`src/rtl/excess3_decoder.sv`:
```
// ---------------------------------------------------------------------------
// excess3_decoder
//
// Purpose:
//   Converts a stream of excess-3 coded decimal digits into an unsigned
//   binary number. The most significant digit arrives first. The final digit
//   is marked with in_last. One cycle after that digit is accepted, the
//   result is presented on out_bin/out_err with a valid/ready handshake. The
//   result is held until downstream accepts it.
//
// Parameters:
//   MAX_DIGITS - maximum decimal digits per number. The legal range is 1..4.
//
// Ports:
//   clk       in   1  clock; all state changes on its rising edge
//   rst       in   1  asynchronous active-high reset
//   in_valid  in   1  in_digit / in_last are valid this cycle
//   in_ready  out  1  block can accept a digit this cycle
//   in_digit  in   4  one excess-3 coded digit
//   in_last   in   1  this digit is the last one of the number
//   out_valid out  1  out_bin / out_err carry a finished result
//   out_ready in   1  downstream takes the result this cycle
//   out_bin   out 14  decoded value (0 when out_valid is low)
//   out_err   out  1  invalid code or too many digits (0 when out_valid low)
//
// Build option:
//   EXCESS3_DECODER_ERR_CHECK_EN
//     Defined: each digit is checked against the excess-3 code range
//     0011..1100, and the number of digits is checked against MAX_DIGITS.
//     Any violation sets a sticky error flag for the rest of the number.
//     An erroneous number is reported as out_err=1 with out_bin=0.
//     Undefined: no checking is done. Digit values wrap modulo 16, the
//     accumulator wraps modulo 2^14, and out_err is always 0.
// ---------------------------------------------------------------------------
module excess3_decoder #(
    parameter int MAX_DIGITS = 4
) (
    input  logic        clk,
    input  logic        rst,
    input  logic        in_valid,
    output logic        in_ready,
    input  logic [3:0]  in_digit,
    input  logic        in_last,
    output logic        out_valid,
    input  logic        out_ready,
    output logic [13:0] out_bin,
    output logic        out_err
);

    typedef enum logic [1:0] {
        IDLE  = 2'd0,
        ACCUM = 2'd1,
        HOLD  = 2'd2
    } state_t;

    // The digit counter must reach MAX_DIGITS+1, which is at most 5,
    // so three bits are enough.
    localparam logic [2:0] CNT_MAX = 3'(MAX_DIGITS);
    localparam logic [2:0] CNT_SAT = 3'(MAX_DIGITS + 1);

    state_t      state_q, state_d;
    logic [13:0] acc_q, acc_d;
    logic [2:0]  cnt_q, cnt_d;

    logic        accept;
    logic [3:0]  digitVal;
    logic [13:0] accShift;

    // A digit is taken only when both sides of the input handshake agree.
    assign accept   = in_valid & in_ready;

    // The 4-bit subtraction makes out-of-range codes wrap modulo 16.
    // That wrap is the required behaviour when checking is compiled out.
    assign digitVal = in_digit - 4'd3;

    // The multiply-accumulate is kept to 14 bits, so it wraps modulo 2^14.
    assign accShift = (acc_q * 14'd10) + {10'd0, digitVal};

    // State, accumulator and digit counter registers.
    always_ff @(posedge clk or posedge rst) begin
        if (rst) begin
            state_q <= IDLE;
            acc_q   <= 14'd0;
            cnt_q   <= 3'd0;
        end else begin
            state_q <= state_d;
            acc_q   <= acc_d;
            cnt_q   <= cnt_d;
        end
    end

    // Next-state logic for the datapath.
    // IDLE loads the first digit. ACCUM folds in each further digit.
    // HOLD waits for the result handshake and then clears everything, so
    // the next number starts from a clean state.
    always_comb begin
        state_d = state_q;
        acc_d   = acc_q;
        cnt_d   = cnt_q;
        case (state_q)
            IDLE: begin
                if (accept) begin
                    acc_d   = {10'd0, digitVal};
                    cnt_d   = 3'd1;
                    state_d = in_last ? HOLD : ACCUM;
                end
            end
            ACCUM: begin
                if (accept) begin
                    acc_d = accShift;
                    // Saturate one past the limit. That is enough to
                    // remember that the number was too long.
                    if (cnt_q < CNT_SAT) begin
                        cnt_d = cnt_q + 3'd1;
                    end
                    if (in_last) begin
                        state_d = HOLD;
                    end
                end
            end
            HOLD: begin
                // out_valid is high throughout HOLD, so out_ready alone
                // completes the output handshake here.
                if (out_ready) begin
                    state_d = IDLE;
                    acc_d   = 14'd0;
                    cnt_d   = 3'd0;
                end
            end
            default: begin
                state_d = IDLE;
                acc_d   = 14'd0;
                cnt_d   = 3'd0;
            end
        endcase
    end

`ifdef EXCESS3_DECODER_ERR_CHECK_EN
    logic err_q, err_d;
    logic codeBad;
    logic overflow;

    // Legal excess-3 codes are 0011 (digit 0) through 1100 (digit 9).
    assign codeBad  = (in_digit < 4'd3) || (in_digit > 4'd12);

    // cnt_q counts the digits already taken. If it has reached the limit,
    // the digit now arriving is one too many.
    assign overflow = (cnt_q >= CNT_MAX);

    // Sticky error flag register.
    always_ff @(posedge clk or posedge rst) begin
        if (rst) begin
            err_q <= 1'b0;
        end else begin
            err_q <= err_d;
        end
    end

    // The first digit restarts the flag. Later digits can only set it.
    // The flag is cleared again when the result leaves.
    always_comb begin
        err_d = err_q;
        case (state_q)
            IDLE: begin
                if (accept) begin
                    err_d = codeBad;
                end
            end
            ACCUM: begin
                if (accept) begin
                    err_d = err_q | codeBad | overflow;
                end
            end
            HOLD: begin
                if (out_ready) begin
                    err_d = 1'b0;
                end
            end
            default: begin
                err_d = 1'b0;
            end
        endcase
    end

    // Output decode. An erroneous number hides its value, and both
    // outputs read as zero whenever there is no result.
    always_comb begin
        in_ready  = (state_q != HOLD);
        out_valid = (state_q == HOLD);
        out_err   = out_valid & err_q;
        out_bin   = (out_valid && !err_q) ? acc_q : 14'd0;
    end
`else
    // Output decode without checking. Both outputs read as zero whenever
    // there is no result.
    always_comb begin
        in_ready  = (state_q != HOLD);
        out_valid = (state_q == HOLD);
        out_err   = 1'b0;
        out_bin   = out_valid ? acc_q : 14'd0;
    end
`endif

endmodule

```
`config.mk`:
```
export PLATFORM = sky130hd
export DESIGN_NAME = excess3_decoder
export DESIGN_NICKNAME = d
export VERILOG_FILES = /design/src/rtl/excess3_decoder.sv
export SDC_FILE = /design/constraint.sdc
export NUM_CORES = 1
export LEC_CHECK = 0
export CAP_MARGIN = 20
export CORE_UTILIZATION = 50
export CTS_CLUSTER_DIAMETER = 40
export DETAILED_ROUTE_END_ITERATION = 8
export GPL_TIMING_DRIVEN = 0
export HOLD_SLACK_MARGIN = 0.1
export PLACE_DENSITY = 0.75
export SKIP_LAST_GASP = 1
export SLEW_MARGIN = 20
export SYNTH_ARGS = -nofsm -noshare
export SYNTH_HDL_FRONTEND = slang
export SYNTH_SLANG_ARGS = --single-unit
```
`constraint.sdc`:
```
create_clock -name clk -period 4.75 [get_ports clk]
set_clock_uncertainty 0.2 [all_clocks]
set_input_delay 0.475 -clock clk [delete_from_list [all_inputs] [get_ports clk]]
set_output_delay 0.475 -clock clk [all_outputs]
set_load 0.01 [all_outputs]
```
==> results of run 1 <==
registers in the layout (all words and copies together) (netlist names):
name,cells
acc_q,14
state_q,2
cell families after synthesis:
family                     after synthesis  synth area share [%]
DFF                                     16                 24.04
other                                    1                0.2252
xor gates and xnor gates                18                 10.37
adders and majority gates               25                 19.68
and+or+nand+nor                         64                 22.54
muxes                                    4                 2.479
AOI/OAI and AO/OA                       41                 17.06
buffers and inverters                   15                 3.606
placed cells by master, fill, tap and decap left out, types with 2 or more instances in the layout:
master and count:
a211oi_1 3, a21o_1 4, a21oi_1 4, and2_1 14, clkbuf_1 4, clkbuf_4 3, clkdlybuf4s50_1 24, dfrtp_1 16
fa_1 2, ha_1 23, inv_1 10, mux2i_1 3, nand2_1 19, nand2b_1 2, nor2_1 12, o21ai_0 12
o21ai_1 4, o22ai_1 2, o311ai_2 2, o31ai_1 4, xnor2_1 10, xnor2_2 2, xor2_1 6
critical path, stage by stage:
cell	delay, ps
clkdlybuf4s50_1	470
ha_1	330
ha_1	170
inv_1	60
fa_1	390
nor2b_1	110
o21ai_0	220
nor4_4	270
nand4_1	180
nor4b_2	270
xnor2_1	170
o21ai_1	70
power by group:
part	internal, uW	total, uW	leakage, uW	switching [uW]
sequential	177	229	0.000212	51.9
clock	46.7	88.4	0.0000210	41.7
combinational	321	710	0.000679	389
total	544	1030	0.000912	483
final cells by class:
cell class	count	area share [%]
Sequential cell	16	20.05
Buffer	5	1.128
Timing Repair Buffer	24	12.03
Tap cell	44	2.757
Clock buffer	4	1.817
Inverter	10	1.880
Multi-Input combinational cell	153	60.34
per-stage QoR:
step	cell area [sq um]	instances	util (%)	hold slack (ps)	power, uW
CTS	1997	256	64.35	296.1	1033
floorplan	1665	184	-	188.7	787.1
detailed placement	1961	252	63.19	276.4	943.5
global route	1997	256	64.35	355.6	1128
finish	1997	256	64.35	288.1	1027
global placement	1961	252	63.19	267.7	906.6
cell usage after synthesis (2+ instances only):
master / n / area [sq um]
dfrtp_1: 16 / 400.4
clkbuf_1: 4 / 15.01
o31ai_1: 4 / 30.03
a21o_1: 4 / 30.03
nand2_1: 19 / 71.32
xor2_1: 6 / 52.55
nand2b_1: 2 / 12.51
a211oi_1: 3 / 22.52
a21oi_1: 4 / 20.02
o21ai_1: 4 / 20.02
o21ai_0: 12 / 60.06
nor2_1: 12 / 45.04
o22ai_1: 2 / 12.51
mux2i_1: 3 / 30.03
inv_1: 10 / 37.54
xnor2_1: 10 / 87.58
ha_1: 23 / 287.8
and2_1: 14 / 87.58
xnor2_2: 2 / 32.53
o311ai_2: 2 / 32.53
fa_1: 2 / 40.04
final timing paths:
| check | start | end | depth (start not counted) |
|---|---|---|---|
| worst max-delay path | in_digit[0] | acc_q[13]$_DFFE_PP0P_ | 12 |
| worst min-delay path | acc_q[13]$_DFFE_PP0P_ | acc_q[13]$_DFFE_PP0P_ | 2 |
| worst max register to register | acc_q[1]$_DFFE_PP0P_ | acc_q[13]$_DFFE_PP0P_ | 11 |
| worst min register to register | acc_q[13]$_DFFE_PP0P_ | acc_q[13]$_DFFE_PP0P_ | 2 |
| max in group asynchronous | rst | acc_q[9]$_DFFE_PP0P_ | 2 |
| min in group asynchronous | rst | acc_q[8]$_DFFE_PP0P_ | 2 |
metal layers:
| layer | vias to the layer above | part of all wire [%] | track usage [%] |
|---|---|---|---|
| met4 | 0 | 0.49 | 3.987 |
| li1 | 708 | - | - |
| met1 | 647 | 46 | 27.70 |
| met5 | - | 0 | 0 |
| met3 | 2 | 2.6 | 3.247 |
| met2 | 24 | 51 | 38.41 |
==> key figures, run 1 <==
Setup path
  • Startpoint Class: input port
  • Reg2reg setup slack: roughly 1600 ps
  • Worst Setup End Kind: flip-flop
  • Critical Path Fanout Max: 3
  • CP Data Arrival Time: 3180 ps
  • CP Data Required Time: 4720 ps
  • CP Class: in2reg

Clock network
  • TritonCTS Buffers: 3
  • Clk slew on worst S/H paths: around 90 ps
  • Max clock buf depth: 2
  • CTS Sinks: 16
  • Post-CTS Resized: 0
  • TritonCTS clock tree: built
  • Root buf cell: clkbuf_4
  • Hold_buf cts: 0
  • Setup Fix Bufs, Post-CTS: 0
  • Clock Latency Late Sink: 290 ps
  • H-tree depth: 1

Timing
  • Final hold violation count: 0
  • Max frequency: just over 300 MHz
  • Post-route clock period utilization: between 60% and 70%
  • Fin Setup TNS: 0 ps
  • Setup Viol. Count Final: 0
  • Fin worst setup slack: 1537 ps
  • Worst rel slew slack: a little under three fifths
  • Worst Tran Pin Value: between 600 and 700 ps
  • Fin crit period: approximately 3200 ps
  • RSZ-0062 raised after global routing: false
  • Final Slew Violations: 0

Route
  • DRC violations left: 0
  • DR pass1 iterations: 4
  • Avg WL per Cell: approximately 14 microns
  • Vias per inst: around 5.4
  • DR vias: 1381
  • WL final: about 3.5 mm
  • Antenna Nets Post-Route: 0
  • DRT iter0 DRCs: slightly above 50

Yosys
  • Synth warn: 0
  • EDFF count, synth: 0
  • Netlist cell types: 47
  • Post-Syn Instances: around 180
  • Post-synthesis sequential area ratio: 24.04%
  • Syn nets: ~220
  • Cell Area, Synth: between 0.0015 and 0.002 sq mm
  • Ys async rst share: 100.0%
  • Top_reg_cell synth: dfrtp_1
  • Synthesized flop and latch total: 16
  • Syn_area_per_cell: 9.051 sq um

Flow run
  • Max Cap Viol: 0

Global routing
  • Number of global-route vias before repair: 1339
  • First-pass GRT wire length: just under 6 mm
  • Largest net degree at the start of global routing: 17
  • GRT Total Usage: a little over a fifth
  • Gr ovfl total: 0
  • Antenna violations before repair: 0

Layout
  • Synthesis-to-layout area growth: 19.91%
  • Seq. cell area: about 400 sq um
  • Share of layout cells above drive strength 1: ~9%
  • ANT cells: 0
  • Layout Nets: 247
  • Area occupied by multi-input gates: around 0.0012 sq mm
  • Fill count: ~280

Placement
  • HPWL after DPL: approximately 2.9 mm
  • DP Worst Slack: around 1200 ps
  • RePlAce Congestion: between 0.7 and 0.8
  • Port bufs: 24

Die
  • Die height: 59.71 microns
  • Core Region: between 0.003 and 0.004 sq mm
  • Die area: ~0.0036 sq mm
  • Die Wd: about 60 microns
  • Initial Util: 53.67%
  • I/O pin cnt: 26
  • Rows: 20

Power
  • P_leak: between 0.0009 and 0.001 uW
  • Pwr Density: ~510 mW/mm^2
  • Peak VDD IR: roughly 0.00032 V

Status
  • Outcome: finished, final reports clean

Hold path
  • Worst min-delay path category: reg2reg
No activity file was read; power rests on OpenSTA's default activity.
==> inputs of run 2 (changes only) <==
Settings changed: CORE_UTILIZATION 50 to 49, PLACE_DENSITY 0.75 to 0.77.
Clock period 4.75 ns to 2.7 ns, I/O delays scaled along.
==> run 2 against run 1 <==
- the run now ends with negative setup slack left
- sequential share of layout area shrank 2.2 points
- non-clock buffer count rose by 11
- clock-buffer cell count decreased by 1
- critical path type is now reg2reg
- largest cell class unchanged
- largest power group unchanged
==> key figures, run 2 (synthesis gave the netlist of run 1 again) <==
Status
  • Outcome: finished, violations left
  • Violated checks: negative setup slack

Setup path
  • Startpoint Class: flip-flop
  • Critical Path Fanout Max: 4 (+1)
  • Most used cell, CP: ha_1
  • CP max stage delay: 450 ps (-20 ps)
  • CP Data Required Time: 2680 ps (-2040 ps)
  • CP Data Arrival Time: 3000 ps (-180 ps)
  • CP Class: reg2reg
  • Worst path slowest cell: dfrtp_1
  • Worst Setup End Kind: flip-flop
  • Delay-heaviest family, CP: compound AO/OA/AOI/OAI gates
  • Worst-path cell chain: ha_1 -> ha_1 -> a21o_1 -> and4_4 -> o2111ai_1 -> o311ai_4 -> nor4b_2 -> xnor2_1 -> o21ai_1
  • Worst path bufs/invs: 0 (-2)

Clock network
  • Root buf cell: clkbuf_4
  • Max clock buf depth: 2 (unchanged)
  • TritonCTS clock tree: built
  • Clk slew on worst S/H paths: 90 ps (about the same)
  • H-tree depth: 1 (unchanged)
  • Clock Latency Late Sink: 290 ps (about the same)
  • TritonCTS Buffers: 3 (unchanged)
  • CTS Sinks: 16 (unchanged)

Timing
  • Worst rel slew slack: 52.94% (-2.2 points)
  • Final Slew Violations: 0 (unchanged)
  • Final hold violation count: 0 (unchanged)
  • Worst hold slack: 150.7 ps (-137.3 ps)
  • RSZ-0062 raised after global routing: true
  • Max frequency: about 330 MHz
  • Worst Tran Pin Value: 706.0 ps (+39.61 ps)
  • Fin crit period: ~3000 ps
  • Setup Viol. Count Final: 4 (+4)
  • Fin worst setup slack: -327.4 ps (-1864 ps)
  • Post-route clock period utilization: 112.1%

Layout
  • Most frequent cells in the layout: clkdlybuf4s50_1, ha_1, nand2_1
  • Fin cells: 267 (+4.3%)
  • Reg with most FFs: acc_q
  • Biggest regs: acc_q: 14 flops, state_q: 2 flops
  • Cell area after layout: 0.002243 sq mm (+12%)
  • Layout Nets: 259 (+4.9%)
  • Max FFs per register: 14 (unchanged)
  • ANT cells: 0 (unchanged)
  • Share of layout cells above drive strength 1: 21.08% (+12 points)
  • Commonest non-fill, non-tap cell in the layout: clkdlybuf4s50_1
  • Synthesis-to-layout area growth: 34.71%
  • Fin util: 71.72% (+7.4 points)

Placement
  • DP Area: 0.001971 sq mm (+0.51%)
  • Placed Cells: 252 (unchanged)
  • Port bufs: 24 (unchanged)
  • DP Worst Slack: -719.9 ps (-1939 ps)
  • RePlAce Congestion: 0.8038 (+4.4%)
  • HPWL after DPL: 2.981 mm (+2.6%)

Route
  • DR vias: 1497 (+8.4%)
  • DRC violations left: 0 (unchanged)
  • WL final: 4.350 mm (+25%)
  • Vias per inst: 5.607 (+3.9%)
  • DR pass1 iterations: 4 (unchanged)
  • DRT iter0 DRCs: 54 (+5.9%)
  • Antenna Nets Post-Route: 0 (unchanged)
  • Avg WL per Cell: 16.29 microns (+20%)

Power
  • Pwr Density: 1019 mW/mm^2 (+98%)
  • Peak VDD IR: 0.0007046 V (+120%)
  • P_leak: 0.0009976 uW (+9.4%)

Global routing
  • Gr ovfl total: 0 (unchanged)
  • GRT Total Usage: 24.93% (+3.3 points)
  • Antenna violations before repair: 0 (unchanged)
  • Number of global-route vias before repair: 1481 (+11%)
  • Largest net degree at the start of global routing: 17 (unchanged)
  • First-pass GRT wire length: 6.741 mm (+15%)

Die
  • Initial Util: 53.24% (-0.43 points)
  • Core Region: 0.003128 sq mm (+0.81%)
  • Rows: 20 (unchanged)
  • Die Wd: 60.30 microns (+0.99%)
  • Die area: 0.003636 sq mm (+2.0%)
  • I/O pin cnt: 26 (unchanged)
  • Die height: 60.30 microns (+0.99%)

Hold path
  • Worst min-delay path category: in2async

Flow run
  • Max Cap Viol: 0 (unchanged)
run 2: cell types whose count changed in the layout (fill, tap and decap cells not counted), moves of 3 or more:
cell     change
ha_4         +4
buf_4       +10
ha_1         -4
o21ai_0      -3
run 2: layout make-up:
| type | instances | area (sq um) |
|---|---|---|
| well taps | 44 | 55.05 |
| inverters | 10 | 41.29 |
| multi-input cells | 153 | 1356 |
| flip-flops and latches | 16 | 400.4 |
| plain buffers | 4 | 18.77 |
| fillers | 229 | 884.6 |
| repair inverters | 1 | 7.507 |
| clock buffers | 3 | 22.52 |
| repair buffers | 36 | 341.6 |
run 2: power by group:
part / internal [uW] / total [uW] / switching, uW
clock network: 52.0 / 129 / 76.6
logic: 865 / 1750 / 890
registers: 311 / 402 / 91.4
run 2: metrics by stage:
| stage | setup TNS, ps | power, uW |
|---|---|---|
| global route | -1506 | 2474 |
| detailed placement | -2317 | 1685 |
| CTS | -477.1 | 2128 |
| floorplan | -43.38 | 1411 |
| finish | -847.7 | 2286 |
| global placement | -1997 | 1628 |
run 2: per-layer routing:
layer | vias to the layer above | track usage (%) | wire length, microns | share of wire [%]
li1 | 738 | - | - | -
met1 | 713 | 31.12 | 1819 | 42
met2 | 36 | 43.01 | 2355 | 54
met3 | 10 | 4.978 | 104 | 2.4
met4 | 0 | 7.641 | 71 | 1.6
met5 | - | 0 | 0 | 0
run 2: worst paths after layout:
| kind | startpoint | slack, ps | end | cells after the start |
|---|---|---|---|---|
| setup / recovery | acc_q[2]$_DFFE_PP0P_ | -330 | acc_q[13]$_DFFE_PP0P_ | 9 |
| hold / removal | rst | 150 | state_q[0]$_DFFE_PP0P_ | 2 |
| setup reg to reg | acc_q[2]$_DFFE_PP0P_ | -330 | acc_q[13]$_DFFE_PP0P_ | 9 |
| hold reg to reg | acc_q[13]$_DFFE_PP0P_ | 320 | acc_q[13]$_DFFE_PP0P_ | 2 |
| max in group asynchronous | rst | 1760 | acc_q[3]$_DFFE_PP0P_ | 2 |
| min in group clk | acc_q[13]$_DFFE_PP0P_ | 320 | acc_q[13]$_DFFE_PP0P_ | 2 |
run 2: what timing repair did:
item                       CTS  global route
pin swaps                   18            15
setup endpoints to repair   15            20
hold buffers                 0             1
gates resized for setup     15            14
hold endpoints to repair     0             1
cloned                       0             1
buffers inserted             8             3
